**src/rtl/uart_pkg.sv**
```systemverilog
// Shared UART constants and byte type used by the receive-side buffer.
package uart_pkg;

    localparam int UART_DBITS       = 8;
    localparam int UART_FIFO_ADDR_W = 4;

    typedef logic [UART_DBITS-1:0] uart_byte_t;

endpackage

```
**src/rtl/uart_fifo_mem.sv**
```systemverilog
// Simple dual-port storage: synchronous write, asynchronous read, no reset.
// Kept as its own module so a vendor RAM can be dropped in instead.
module uart_fifo_mem #(
    parameter int DBITS  = 8,
    parameter int ADDR_W = 4
) (
    input  logic              clk,
    input  logic              we,
    input  logic [ADDR_W-1:0] waddr,
    input  logic [DBITS-1:0]  wdata,
    input  logic [ADDR_W-1:0] raddr,
    output logic [DBITS-1:0]  rdata
);

    logic [DBITS-1:0] mem_q [2**ADDR_W];

    always_ff @(posedge clk) begin
        if (we) begin
            mem_q[waddr] <= wdata;
        end
    end

    assign rdata = mem_q[raddr];

endmodule

```
**src/rtl/uart_rx_fifo.sv**
```systemverilog
// Receive byte FIFO (first-word-fall-through) behind the UART receiver.
// Optional UART_RX_FIFO_STATS_EN adds a saturating dropped-write counter drop_cnt.
module uart_rx_fifo
    import uart_pkg::*;
#(
    parameter int DBITS  = UART_DBITS,
    parameter int ADDR_W = UART_FIFO_ADDR_W
) (
    input  logic              clk,
    input  logic              reset,
    input  logic              wr_en,
    input  logic [DBITS-1:0]  wr_data,
    input  logic              rd_en,
    output logic [DBITS-1:0]  rd_data,
    output logic              empty,
    output logic              full,
    output logic [ADDR_W:0]   count,
    output logic              overflow,
`ifdef UART_RX_FIFO_STATS_EN
    output logic [7:0]        drop_cnt,
`endif
    input  logic              ovf_clr
);

    logic [ADDR_W:0] wr_ptr_q, wr_ptr_d;
    logic [ADDR_W:0] rd_ptr_q, rd_ptr_d;
    logic            overflow_q, overflow_d;
    logic            rd_ok, wr_ok, drop;

    // Flags come only from registered pointers, never from wr_en/rd_en.
    assign empty = (wr_ptr_q == rd_ptr_q);
    assign full  = (wr_ptr_q[ADDR_W-1:0] == rd_ptr_q[ADDR_W-1:0]) &&
                   (wr_ptr_q[ADDR_W] != rd_ptr_q[ADDR_W]);
    assign count = wr_ptr_q - rd_ptr_q;

    always_comb begin
        rd_ok = rd_en && !empty;
        // A pop in the same cycle frees a slot, so a full FIFO still accepts.
        wr_ok = wr_en && (!full || rd_ok);
        drop  = wr_en && !wr_ok;

        wr_ptr_d = wr_ptr_q;
        rd_ptr_d = rd_ptr_q;
        if (wr_ok) begin
            wr_ptr_d = wr_ptr_q + (ADDR_W+1)'(1);
        end
        if (rd_ok) begin
            rd_ptr_d = rd_ptr_q + (ADDR_W+1)'(1);
        end

        overflow_d = overflow_q;
        if (drop) begin
            overflow_d = 1'b1;
        end else if (ovf_clr) begin
            overflow_d = 1'b0;
        end
    end

    always_ff @(posedge clk) begin
        if (reset) begin
            wr_ptr_q   <= '0;
            rd_ptr_q   <= '0;
            overflow_q <= 1'b0;
        end else begin
            wr_ptr_q   <= wr_ptr_d;
            rd_ptr_q   <= rd_ptr_d;
            overflow_q <= overflow_d;
        end
    end

    assign overflow = overflow_q;

`ifdef UART_RX_FIFO_STATS_EN
    logic [7:0] drop_cnt_q, drop_cnt_d;

    always_comb begin
        drop_cnt_d = drop_cnt_q;
        if (ovf_clr) begin
            drop_cnt_d = drop ? 8'd1 : 8'd0;
        end else if (drop && (drop_cnt_q != 8'd255)) begin
            drop_cnt_d = drop_cnt_q + 8'd1;
        end
    end

    always_ff @(posedge clk) begin
        if (reset) begin
            drop_cnt_q <= '0;
        end else begin
            drop_cnt_q <= drop_cnt_d;
        end
    end

    assign drop_cnt = drop_cnt_q;
`endif

    uart_fifo_mem #(
        .DBITS  (DBITS),
        .ADDR_W (ADDR_W)
    ) u_mem (
        .clk   (clk),
        .we    (wr_ok),
        .waddr (wr_ptr_q[ADDR_W-1:0]),
        .wdata (wr_data),
        .raddr (rd_ptr_q[ADDR_W-1:0]),
        .rdata (rd_data)
    );

endmodule

```
**config.mk**
```make
export PLATFORM = sky130hd
export DESIGN_NAME = uart_rx_fifo
export DESIGN_NICKNAME = d
export VERILOG_FILES = /design/src/rtl/uart_pkg.sv /design/src/rtl/uart_fifo_mem.sv /design/src/rtl/uart_rx_fifo.sv
export SDC_FILE = /design/constraint.sdc
export NUM_CORES = 1
export LEC_CHECK = 0
export BUFFER_PORTS_ARGS = -buffer_cell sky130_fd_sc_hd__buf_2
export CAP_MARGIN = 15
export CELL_PAD_IN_SITES_DETAIL_PLACEMENT = 1
export CELL_PAD_IN_SITES_GLOBAL_PLACEMENT = 2
export CORE_MARGIN = 3
export CORE_UTILIZATION = 42
export CTS_CLUSTER_SIZE = 30
export DETAILED_ROUTE_END_ITERATION = 10
export GPL_ROUTABILITY_DRIVEN = 1
export PLACE_DENSITY_LB_ADDON = 0.1
export RECOVER_POWER = 25
export SLEW_MARGIN = 20
export SYNTH_ARGS = -nofsm -noshare
export SYNTH_HDL_FRONTEND = slang
export SYNTH_SLANG_ARGS = --single-unit
```
**constraint.sdc**
```tcl
create_clock -name clk -period 2.05 [get_ports clk]
set_input_delay 0.41 -clock clk [delete_from_list [all_inputs] [get_ports clk]]
set_output_delay 0.41 -clock clk [all_outputs]
set_load 0.005 [all_outputs]
```
[Yosys cells after proc, flatten, opt, wreduce, memory -nomap -nowiden]
Memory sizes are Yosys's and may differ from the RTL's. A register that Yosys moved wholly into a read port is not among the register bits.
Cells that the tools add are included.
Operators by class
  add/sub/neg operators: 3
  equality and inequality tests: 3
  mux-type cells: 6
  reduce and logical (&&, ||, !) cells: 9
Operators by type and width (count)
  adder 5 x 1 -> 5 bit (second input constant): 2
  two-way mux 4 bit: 2
  equality test 5 bit: 1
  subtractor 5 bit: 1
  equality test 4 bit: 1
  logical AND 1 bit: 4
  two-way mux 1 bit: 4
  logical NOT 1 bit: 3
  nonzero test 2 bit: 1
  logical OR 1 bit: 1
  != test 1 bit: 1
Word-level totals
  bits in registers: 11
  RAM bits: 128
  output and inout bits: 16
  logic and storage cells: 25
  memories: 1
Memory list
  u_mem.mem_q: depth 16, bits a word 8, read ports 1, clocked after Yosys merged registers in 1, write ports 1, line uart_fifo_mem.sv:15  | logic [DBITS-1:0] mem_q [2**ADDR_W];

[Depth between registers and ports, before layout]
Gate-level depths: netlist (run 1).
  depth after elaboration: 8
  gate-level depth with buffers: 7
  depth with buffers taken out: 7

[Modules after synthesis]
Synthesis (run 1) repeated with hierarchy kept, for this count alone.
Unflattened totals
  cell total of the unflattened synthesis: 296
  area, all modules: 5669.2 sq um
By module, submodules not included
  uart_fifo_mem: instances 1, cells an instance 221, area each 4987.3 sq um, seq. area each 3843.7 sq um
  uart_rx_fifo: instances 1, cells an instance 75, area each 681.9 sq um, seq. area each 220.2 sq um

[Worst setup path after synthesis (run 1)]
Ideal clock, no wire load.
  path kind: register to register
  from: reg wr_ptr_q[0]
  to: mem u_mem.mem_q[0][0], enable pin
  library setup time: 0.383 ns
  data arrival time: 1.908 ns
  slack: -0.241 ns
  cell stages (with the launch flop): 7
  buffers on the path: 0
  cell sequence: dfxtp_1 > inv_1 > ha_1 > nand4_4 > o31a_1 > nand2_1 > nor3_1
On the way
  cells in the longest elaborated chain, start to end: 7
RTL lines
  start, declared: line uart_rx_fifo.sv:25  | logic [ADDR_W:0] wr_ptr_q, wr_ptr_d;
  start signal, assigned: line uart_rx_fifo.sv:65  | wr_ptr_q <= wr_ptr_d;
  equality test 5 bit or equality test 4 bit (tied branches): line uart_rx_fifo.sv:31, uart_rx_fifo.sv:32
  logical NOT 1 bit or logical AND 1 bit (tied branches): line uart_rx_fifo.sv:37, uart_rx_fifo.sv:32
  logical AND 1 bit or logical NOT 1 bit (tied branches): line uart_rx_fifo.sv:37, uart_rx_fifo.sv:39
  logical OR 1 bit: line uart_rx_fifo.sv:39  | wr_ok = wr_en && (!full || rd_ok);
  logical AND 1 bit: line uart_rx_fifo.sv:39
  two-way mux 1 bit: line uart_fifo_mem.sv:18  | if (we) begin
  two-way mux 1 bit (implied by the code): line uart_fifo_mem.sv:19  | mem_q[waddr] <= wdata;
  end, declared: line uart_fifo_mem.sv:15
Parallel ways exist; a longest one is shown, timed or not.

==> results of run 1 <==
synthesized netlist by cell type:
cell type	count	area (um2)
mux2i_1	2	20.0
and2_1	1	6.26
or4_1	1	7.51
nand2_1	12	45.0
or3_1	1	6.26
nor2_1	25	93.8
dfxtp_1	15	300
xnor2_1	4	35.0
buf_2	3	15.0
fa_1	1	20.0
ha_1	9	113
edfxtp_1	128	3840
clkbuf_1	4	15.0
inv_1	7	26.3
a21oi_1	4	20.0
nand3_1	1	5.00
o21ai_2	1	8.76
nand4_4	1	21.3
buf_1	5	18.8
buf_4	1	7.51
and4_1	1	8.76
mux4_2	32	721
xor2_1	6	52.6
xnor2_2	1	16.3
o31a_1	1	8.76
nor3_1	5	25.0
a21o_1	2	15.0
nor2b_1	3	18.8
a22oi_1	16	120
o211ai_1	1	7.51
and3_1	1	6.26
nand2b_1	3	18.8
o21ai_0	3	15.0
o311ai_4	1	26.3
o311ai_0	1	8.76
what timing repair did:
action	CTS	global route
resized for setup	36	16
setup buffers	5	4
pin swaps	18	9
cloned	2	0
setup endpoints to repair	45	14
through the flow:
stage	area, um2	utilization (%)	hold WS [ns]
2_1_floorplan	5720	-	0.474
3_3_place_gp	6370	49.3	0.596
3_5_place_dp	6370	49.3	0.604
4_1_cts	7190	55.6	0.297
5_1_grt	7230	55.9	0.323
6_report	7230	55.9	0.312
worst reg2reg max path: stages, from the launching register on:
cell,delay (ns)
dfxtp_2,0.33
inv_2,0.04
buf_6,0.11
ha_4,0.27
nand4_4,0.07
buf_6,0.16
o311ai_4,0.33
buf_6,0.17
nor2_1,0.06
buf_4,0.18
per-layer routing:
metal	share of wire, %	track usage [%]	up-vias
li1	-	-	1376
met1	48	26.6	1581
met2	47	27.7	56
met3	3.5	3.82	16
met4	1.4	6.72	0
met5	0	0	-
layout by cell type, fill, tap and decap left out, drive strengths merged:
cell type / count
o21ai: 4
and3: 1
nand2b: 3
or3: 1
nand4: 1
edfxtp: 128
o311ai: 2
inv: 7
clkbuf: 24
a22oi: 16
nor2b: 3
xnor2: 5
bufinv: 3
mux4: 32
o211ai: 1
a21o: 2
xor2: 6
ha: 9
clkinv: 7
mux2i: 2
o31a: 1
nand2: 12
buf: 74
nor2: 25
and4: 1
clkinvlp: 2
nand3: 1
dfxtp: 15
fa: 1
and2: 1
or4: 1
a21oi: 4
nor3: 5
kinds of logic after synthesis:
| group | Yosys count | share of synthesized area (%) |
|---|---|---|
| xor+xnor | 11 | 1.82 |
| simple gates | 55 | 4.61 |
| flops | 143 | 72.7 |
| buf+inv | 20 | 1.45 |
| fa+ha+maj | 10 | 2.33 |
| mux | 34 | 13.0 |
| compound gates | 30 | 4.04 |
how the worst max path moves through the flow:
stage                            from            endpoint  slack (ns)  cells past startpoint
after floorplan           wr_ptr_q[0]  u_mem.mem_q[12][0]       -0.03                      6
after global routing         register          rd_data[0]       -0.45                      6
after detailed placement  wr_ptr_q[0]   u_mem.mem_q[6][1]       -0.15                      7
final                        register          rd_data[3]       -0.36                      6
after global placement    rd_ptr_q[1]   u_mem.mem_q[6][3]       -0.12                      7
after CTS                    register          rd_data[4]       -0.41                      7
sequential cells by signal, summed over array words and instances (netlist names), named ones only:
| register | flops |
|---|---|
| u_mem.mem_q | 128 |
| rd_ptr_q | 5 |
| wr_ptr_q | 5 |
| overflow | 1 |
power by group through the flow:
stage	combinational, mW	clock, mW	sequential (mW)
after floorplan	0.642	0	3.31
after global placement	1.07	0	3.31
after detailed placement	1.08	0	3.31
after CTS	1.27	3.06	3.26
after global routing	1.38	3.21	3.27
final	1.26	3.00	3.26
area by class of cell:
class,count,area [um2],share of cell area (%)
Clock buffer,19,433,5.99
Timing Repair Buffer,79,608,8.41
Sequential cell,143,4150,57.4
Clock inverter,12,145,2.01
Multi-Input combinational cell,140,1650,22.8
Inverter,7,26.3,0.363
Tap cell,172,215,2.98
==> results.py, run 1 <==
metrics = {
    "outcome": {
        "outcome": "complete, but fails checks",
        "violations": "setup timing",
    },
    "yosys": {
        "ys_seq_area_share_pct": 72.7,
        "synth.cell_area_um2": 5700,
        "synth.avg_cell_area_um2": 18.8,
        "synth_cell_type_count": 35,
        "ys_ff_latch": 143,
        "synth_warnings": 0,
        "syn-num-nets": 326,
        "netlist_instances": 303,
    },
    "floorplan": {
        "initial_core_util_pct": 44.1,
        "die-area_um2": 15000,
        "rows": 41,
        "die_w_um": 122,
        "io_pins": 29,
        "die_y_um": 122,
        "core_area_um2": 12900,
    },
    "clock_network": {
        "root_buffer": "clkbuf_16",
        "clk_pin_slew_ns": 0.05,
        "clock_path_buffers": 2,
        "insertion_delay_ns": 0.41,
        "cts_tree": "built",
        "cts_buffers": 17,
        "cts.sinks": 143,
        "hold_buffers": 0,
        "htreeDepth": 4,
    },
    "grt": {
        "grtUsageTotal_pct": 18.4,
        "grt_max_degree": 33,
        "overflow": 0,
        "antenna_found_initial": 0,
        "grt_pass1_wl_um": 19500,
        "first_global_vias": 3270,
    },
    "power_and_ir_drop": {
        "switching_share_pct": 22.8,
        "p_switching_mw": 1.71,
        "p_comb_share_pct": 16.8,
        "power.density_nw_per_um2": 1040,
        "seqPwrFrac_pct": 43.4,
        "ir_worst_vdd_mv": 0.632,
        "p_int_mw": 5.81,
        "clkPwrFrac_pct": 39.9,
        "p_total_mw": 7.53,
        "leakage_nw": 2.44,
    },
    "critical_path": {
        "crit-reg2reg-launch": "rd_ptr_q[1]",
        "slowest_stage": "mux4_2",
        "cp_data_required_time_ns": 1.64,
        "crit_type": "register to primary output",
        "r2r_cells": 9,
        "reg2reg_to": "u_mem.mem_q[15][2]",
        "cpLargestDelayFamily": "multiplexers",
        "crit_path_cell_trace": "buf_12, buf_12, mux4_2, a22oi_2, nand2_1, buf_2",
        "critPathArrivalTime_ns": 2.00,
        "end_kind": "primary output",
        "rrSetupSlack_ns": 0.08,
        "worst-path-max-fanout": 8,
        "max_stage_delay_ns": 0.50,
        "crit_buf_inv": 3,
        "cp-start-kind": "register",
        "cpMostUsedCell": "buf_12",
    },
    "detailed_routing": {
        "vias": 3029,
        "drtIter0Drc": 228,
        "post_drt_wl_per_cell_um": 21.8,
        "drc": 0,
        "final_antenna_net_count": 0,
        "first_pass_iters": 4,
        "viasPerCell": 5.30,
        "wl_um": 12400,
    },
    "hold_path": {
        "min_path_type": "input port to register",
        "min_to": "overflow",
        "hold_path_depth": 4,
        "hp-start": "ovf_clr",
    },
    "layout": {
        "antennaDiodeCount": 0,
        "final.fill_count": 1208,
        "nets": 411,
        "fin_cells": 572,
        "area_growth_pct": 26.9,
        "drive_gt1_share_pct": 44.5,
    },
    "placement": {
        "port_buffers": 28,
        "dp_cells": 532,
        "hpwl_um": 8290,
        "pre_cts_slack_ns": -0.149,
        "place_congestion": 0.742,
    },
    "sta": {
        "clock.fmax_ghz": 0.414,
        "period_minus_slack_ns": 2.41,
        "timing.slew.headroom_pct": 53.2,
        "rsz0062_at_grt": "yes",
        "finalCritPeriodShare_pct": 118,
        "worst_pin_slew_ns": 0.702,
        "setup_ws_ns": -0.364,
        "clock_skew_ns": 0.00498,
        "fin_setup_tns_ns": -2.90,
        "hold_viol": 0,
        "setup_viol": 11,
        "report.final.slew_viol_count": 0,
    },
    "run": {
        "drv_cap": 0,
    },
}
(Power assumes the default switching activity.)
==> run 2, diff against run 1 <==
--- a/config.mk
+++ b/config.mk
@@ -16,6 +16,7 @@
 export GPL_ROUTABILITY_DRIVEN = 1
 export PLACE_DENSITY_LB_ADDON = 0.1
 export RECOVER_POWER = 25
+export SETUP_SLACK_MARGIN = 0.4
 export SLEW_MARGIN = 20
 export SYNTH_ARGS = -nofsm -noshare
 export SYNTH_HDL_FRONTEND = slang
==> results.py, run 2 (same netlist as run 1, synthesis figures left out) <==
metrics = {
    "sta": {
        "clock_skew_ns": 0.00875,
        "finalCritPeriodShare_pct": 117,
        "report.final.slew_viol_count": 0,
        "setup_ws_ns": -0.349,
        "period_minus_slack_ns": 2.40,
        "setup_viol": 9,
        "clock.fmax_ghz": 0.417,
        "hold_viol": 0,
        "rsz0062_at_grt": "yes",
        "timing.slew.headroom_pct": 55.1,
        "fin_setup_tns_ns": -2.74,
        "hold_ws_ns": 0.309,
        "worst_pin_slew_ns": 0.673,
    },
    "floorplan": {
        "die-area_um2": 15000,
        "initial_core_util_pct": 44.1,
        "rows": 41,
        "io_pins": 29,
        "core_area_um2": 12900,
        "die_w_um": 122,
        "die_y_um": 122,
    },
    "power_and_ir_drop": {
        "seqPwrFrac_pct": 40.3,
        "leakage_nw": 2.67,
        "power.density_nw_per_um2": 1030,
        "switching_share_pct": 22.1,
        "ir_worst_vdd_mv": 0.517,
        "clkPwrFrac_pct": 44.0,
        "p_comb_share_pct": 15.7,
        "p_switching_mw": 1.80,
        "p_int_mw": 6.35,
    },
    "grt": {
        "top_usage_layer": "met2",
        "first_global_vias": 3495,
        "grt_max_degree": 33,
        "overflow": 0,
        "groute.layer.met2.usage_pct": 36.0,
        "antenna_found_initial": 0,
        "grt_util_met3_pct": 4.79,
        "grtUsageTotal_pct": 20.8,
        "grt_pass1_wl_um": 21800,
        "met1_usage_pct": 26.4,
    },
    "placement": {
        "port_buffers": 28,
        "hpwl_um": 8510,
        "place_congestion": 0.742,
    },
    "layout": {
        "final.fill_count": 1146,
        "largest_reg_flops": 128,
        "nets": 430,
        "seq_area_um2": 4160,
        "final_common_cell": "edfxtp_1",
        "mostFrequentLayoutCells": "edfxtp_1 (128), mux4_2 (32), buf_6 (32)",
        "top_regs": "u_mem.mem_q x128, rd_ptr_q x5, wr_ptr_q x5",
        "drive_gt1_share_pct": 53.8,
        "multi_input_area_um2": 1840,
        "antennaDiodeCount": 0,
        "final_core_util_pct": 61.4,
        "regMostFlops": "u_mem.mem_q",
        "area_growth_pct": 39.3,
    },
    "critical_path": {
        "crit-reg2reg-launch": "rd_ptr_q[1]",
        "worst-path-max-fanout": 7,
        "end_kind": "primary output",
        "cp-start-kind": "register",
        "reg2reg_to": "u_mem.mem_q[1][0]",
        "rrSetupSlack_ns": 0.03,
        "cp_data_required_time_ns": 1.64,
        "r2r_cells": 8,
        "crit_type": "register to primary output",
        "critPathArrivalTime_ns": 1.99,
    },
    "outcome": {
        "violations": "setup timing",
        "outcome": "complete, but fails checks",
    },
    "detailed_routing": {
        "wl_um": 14500,
        "drtIter0Drc": 218,
        "post_drt_wl_per_cell_um": 24.5,
        "vias": 3178,
        "final_antenna_net_count": 0,
        "first_pass_iters": 4,
        "viasPerCell": 5.37,
        "drc": 0,
    },
    "hold_path": {
        "hp-start": "ovf_clr",
        "hold_path_depth": 4,
        "min_path_type": "input port to register",
        "min_to": "overflow",
    },
    "clock_network": {
        "insertion_delay_ns": 0.42,
        "cts_tree": "built",
        "htreeDepth": 4,
        "root_buffer": "clkbuf_16",
        "hold_buffers": 0,
        "cts_buffers": 17,
        "cts.sinks": 143,
        "clock_path_buffers": 2,
        "clk_pin_slew_ns": 0.06,
    },
    "run": {
        "drv_cap": 0,
    },
}
run 2: layout make-up:
| type | instances | area share [%] |
|---|---|---|
| clock buffer | 17 | 5.36 |
| timing repair buffer | 98 | 12.5 |
| tap | 172 | 2.71 |
| multi-input combinational | 140 | 23.2 |
| sequential | 143 | 52.5 |
| inverter | 7 | 0.331 |
| clock inverter | 15 | 3.36 |
run 2: how the worst max path moves through the flow:
| stage | from | endpoint | slack (ns) |
|---|---|---|---|
| finish | register | rd_data[5] | -0.35 |
| global route | register | rd_data[5] | -0.44 |
| CTS | register | rd_data[1] | -0.37 |
| detailed placement | wr_ptr_q[2] | u_mem.mem_q[0][4] | 0.01 |
| global placement | wr_ptr_q[1] | u_mem.mem_q[0][7] | 0.05 |
| floorplan | rd_ptr_q[1] | u_mem.mem_q[1][0] | 0.13 |
run 2: repair_timing:
action,in CTS,in global routing
resized for setup,61,23
setup endpoints to repair,150,152
buffers inserted,23,4
pin swaps,21,25
gates cloned,1,1
run 2: routing by layer:
layer / share of wire, % / up-vias
li1: - / 1422
met1: 40 / 1669
met2: 54 / 75
met3: 4.4 / 12
met4: 0.98 / 0
met5: 0 / -
run 2: power groups by stage:
| stage | Sequential, mW | Clock [mW] | Combinational (mW) |
|---|---|---|---|
| detailed placement | 3.32 | 0 | 1.07 |
| finish | 3.28 | 3.58 | 1.28 |
| global route | 3.29 | 3.79 | 1.39 |
| CTS | 3.27 | 3.63 | 1.21 |
| global placement | 3.32 | 0 | 1.07 |
| floorplan | 3.32 | 0 | 0.730 |
run 2: worst max-delay path: stages (launching register included):
cell     delay [ns]
dfxtp_4        0.44
buf_12         0.16
mux4_2         0.52
a22oi_2        0.21
nand2_1        0.10
buf_2          0.14
run 2: per-stage QoR:
stage,instances,total power [mW],instance area [um2],setup WS (ns)
final,592,8.14,7940,-0.349
after global routing,592,8.46,7940,-0.442
after CTS,587,8.12,7780,-0.374
after detailed placement,531,4.40,6530,0.0134
after floorplan,303,4.05,5910,0.132
after global placement,531,4.39,6530,0.0510
==> run 3, diff against run 2 <==
==> constraint.sdc (replaced) <==
create_clock -name clk -period 2.05 [get_ports clk]
set_input_delay 0 -clock clk [delete_from_list [all_inputs] [get_ports clk]]
set_output_delay 0 -clock clk [all_outputs]
set_load 0.005 [all_outputs]
==> results.py, run 3 (same netlist as run 1, synthesis figures left out) <==
metrics = {
    "outcome": {
        "outcome": "complete, but fails checks",
        "violations": "setup timing",
    },
    "grt": {
        "first_global_vias": 3429,
        "overflow": 0,
        "grt_pass1_wl_um": 20900,
        "grtUsageTotal_pct": 20.0,
        "grt_max_degree": 33,
        "antenna_found_initial": 0,
    },
    "placement": {
        "port_buffers": 28,
        "place_congestion": 0.862,
        "dp_cells": 515,
        "placed_area_um2": 6410,
        "hpwl_um": 7950,
        "pre_cts_slack_ns": 0.0333,
    },
    "power_and_ir_drop": {
        "ir_worst_vdd_mv": 0.636,
        "leakage_nw": 2.56,
        "p_total_mw": 7.45,
        "power.density_nw_per_um2": 958,
    },
    "sta": {
        "worst_pin_slew_ns": 0.724,
        "hold_ws_ns": 0.108,
        "report.final.slew_viol_count": 0,
        "period_minus_slack_ns": 2.07,
        "clock.fmax_ghz": 0.483,
        "finalCritPeriodShare_pct": 101,
        "rsz0062_at_grt": "yes",
        "timing.slew.headroom_pct": 51.7,
        "setup_viol": 1,
        "fin_setup_tns_ns": -0.0221,
        "setup_ws_ns": -0.0221,
        "hold_viol": 0,
        "clock_skew_ns": 0.00813,
    },
    "floorplan": {
        "io_pins": 29,
        "initial_core_util_pct": 44.1,
        "die_w_um": 122,
        "die_y_um": 122,
        "core_area_um2": 12900,
        "die-area_um2": 15000,
        "rows": 41,
    },
    "clock_network": {
        "htreeDepth": 4,
        "clock_path_buffers": 2,
        "cts.sinks": 143,
        "clk_pin_slew_ns": 0.06,
        "cts_tree": "built",
        "root_buffer": "clkbuf_16",
        "insertion_delay_ns": 0.42,
        "cts_buffers": 17,
    },
    "layout": {
        "regMostFlops": "u_mem.mem_q",
        "antennaDiodeCount": 0,
        "nets": 432,
        "final_common_cell": "edfxtp_1",
        "area_growth_pct": 36.5,
        "finalInstanceArea_um2": 7780,
        "final_core_util_pct": 60.2,
        "drive_gt1_share_pct": 48.5,
        "largest_reg_flops": 128,
        "top_regs": "u_mem.mem_q x128, rd_ptr_q x5, wr_ptr_q x5",
        "fin_cells": 593,
        "mostFrequentLayoutCells": "edfxtp_1 (128), mux4_2 (32), buf_4 (23)",
    },
    "detailed_routing": {
        "viasPerCell": 5.32,
        "vias": 3153,
        "final_antenna_net_count": 0,
        "drtIter0Drc": 288,
        "first_pass_iters": 4,
        "wl_um": 13800,
        "drc": 0,
        "post_drt_wl_per_cell_um": 23.3,
    },
    "critical_path": {
        "r2r_cells": 9,
        "critPathArrivalTime_ns": 2.07,
        "worst-path-max-fanout": 8,
        "crit_type": "register to primary output",
        "cp_data_required_time_ns": 2.05,
        "cp-start-kind": "register",
        "end_kind": "primary output",
    },
    "run": {
        "drv_cap": 0,
    },
    "hold_path": {
        "hold_path_depth": 4,
        "min_path_type": "input port to register",
    },
}
[run 3: timing repair]
| item | 4_1_cts | 5_1_grt |
|---|---|---|
| gates resized for setup | 64 | 12 |
| hold endpoints to repair | 141 | 0 |
| gates cloned | 4 | 0 |
| buffers inserted | 26 | 6 |
| pin swaps | 31 | 29 |
| setup endpoints to repair | 149 | 150 |
| hold buffers | 11 | 0 |
[run 3: final timing paths]
check | from | endpoint | slack [ns]
max | register | rd_data[0] | -0.02
max reg2reg | rd_ptr_q[1] | u_mem.mem_q[8][1] | 0.10
min reg2reg | overflow | overflow | 0.60
min | rd_en | register | 0.11
[run 3: final cells by class]
class                           count  area, um2
Timing Repair Buffer               99        995
Sequential cell                   143       4160
Tap cell                          172        215
Clock inverter                     11       75.1
Multi-Input combinational cell    141       1860
Fill cell                        1166       5150
Clock buffer                       20        437
Inverter                            7       31.3
[run 3: power by group]
| part | internal, mW | total [mW] | switching (mW) |
|---|---|---|---|
| sequential | 3.24 | 3.27 | 0.0376 |
| clock | 1.62 | 2.72 | 1.10 |
| combinational | 0.809 | 1.45 | 0.644 |
| total | 5.67 | 7.45 | 1.78 |
[run 3: per-layer routing]
metal,share of wire (%),GRT usage [%],vias up
met5,0,0,-
met4,2.7,8.96,0
met3,3.3,5.53,21
met2,53,33.8,69
met1,41,24.0,1641
li1,-,-,1422
[run 3: critical path: stages, from the launching register on]
cell and delay (ns):
dfxtp_4 0.39, buf_12 0.11, buf_12 0.14, mux4_2 0.53
a22oi_2 0.25, nand2_1 0.11, buf_2 0.13
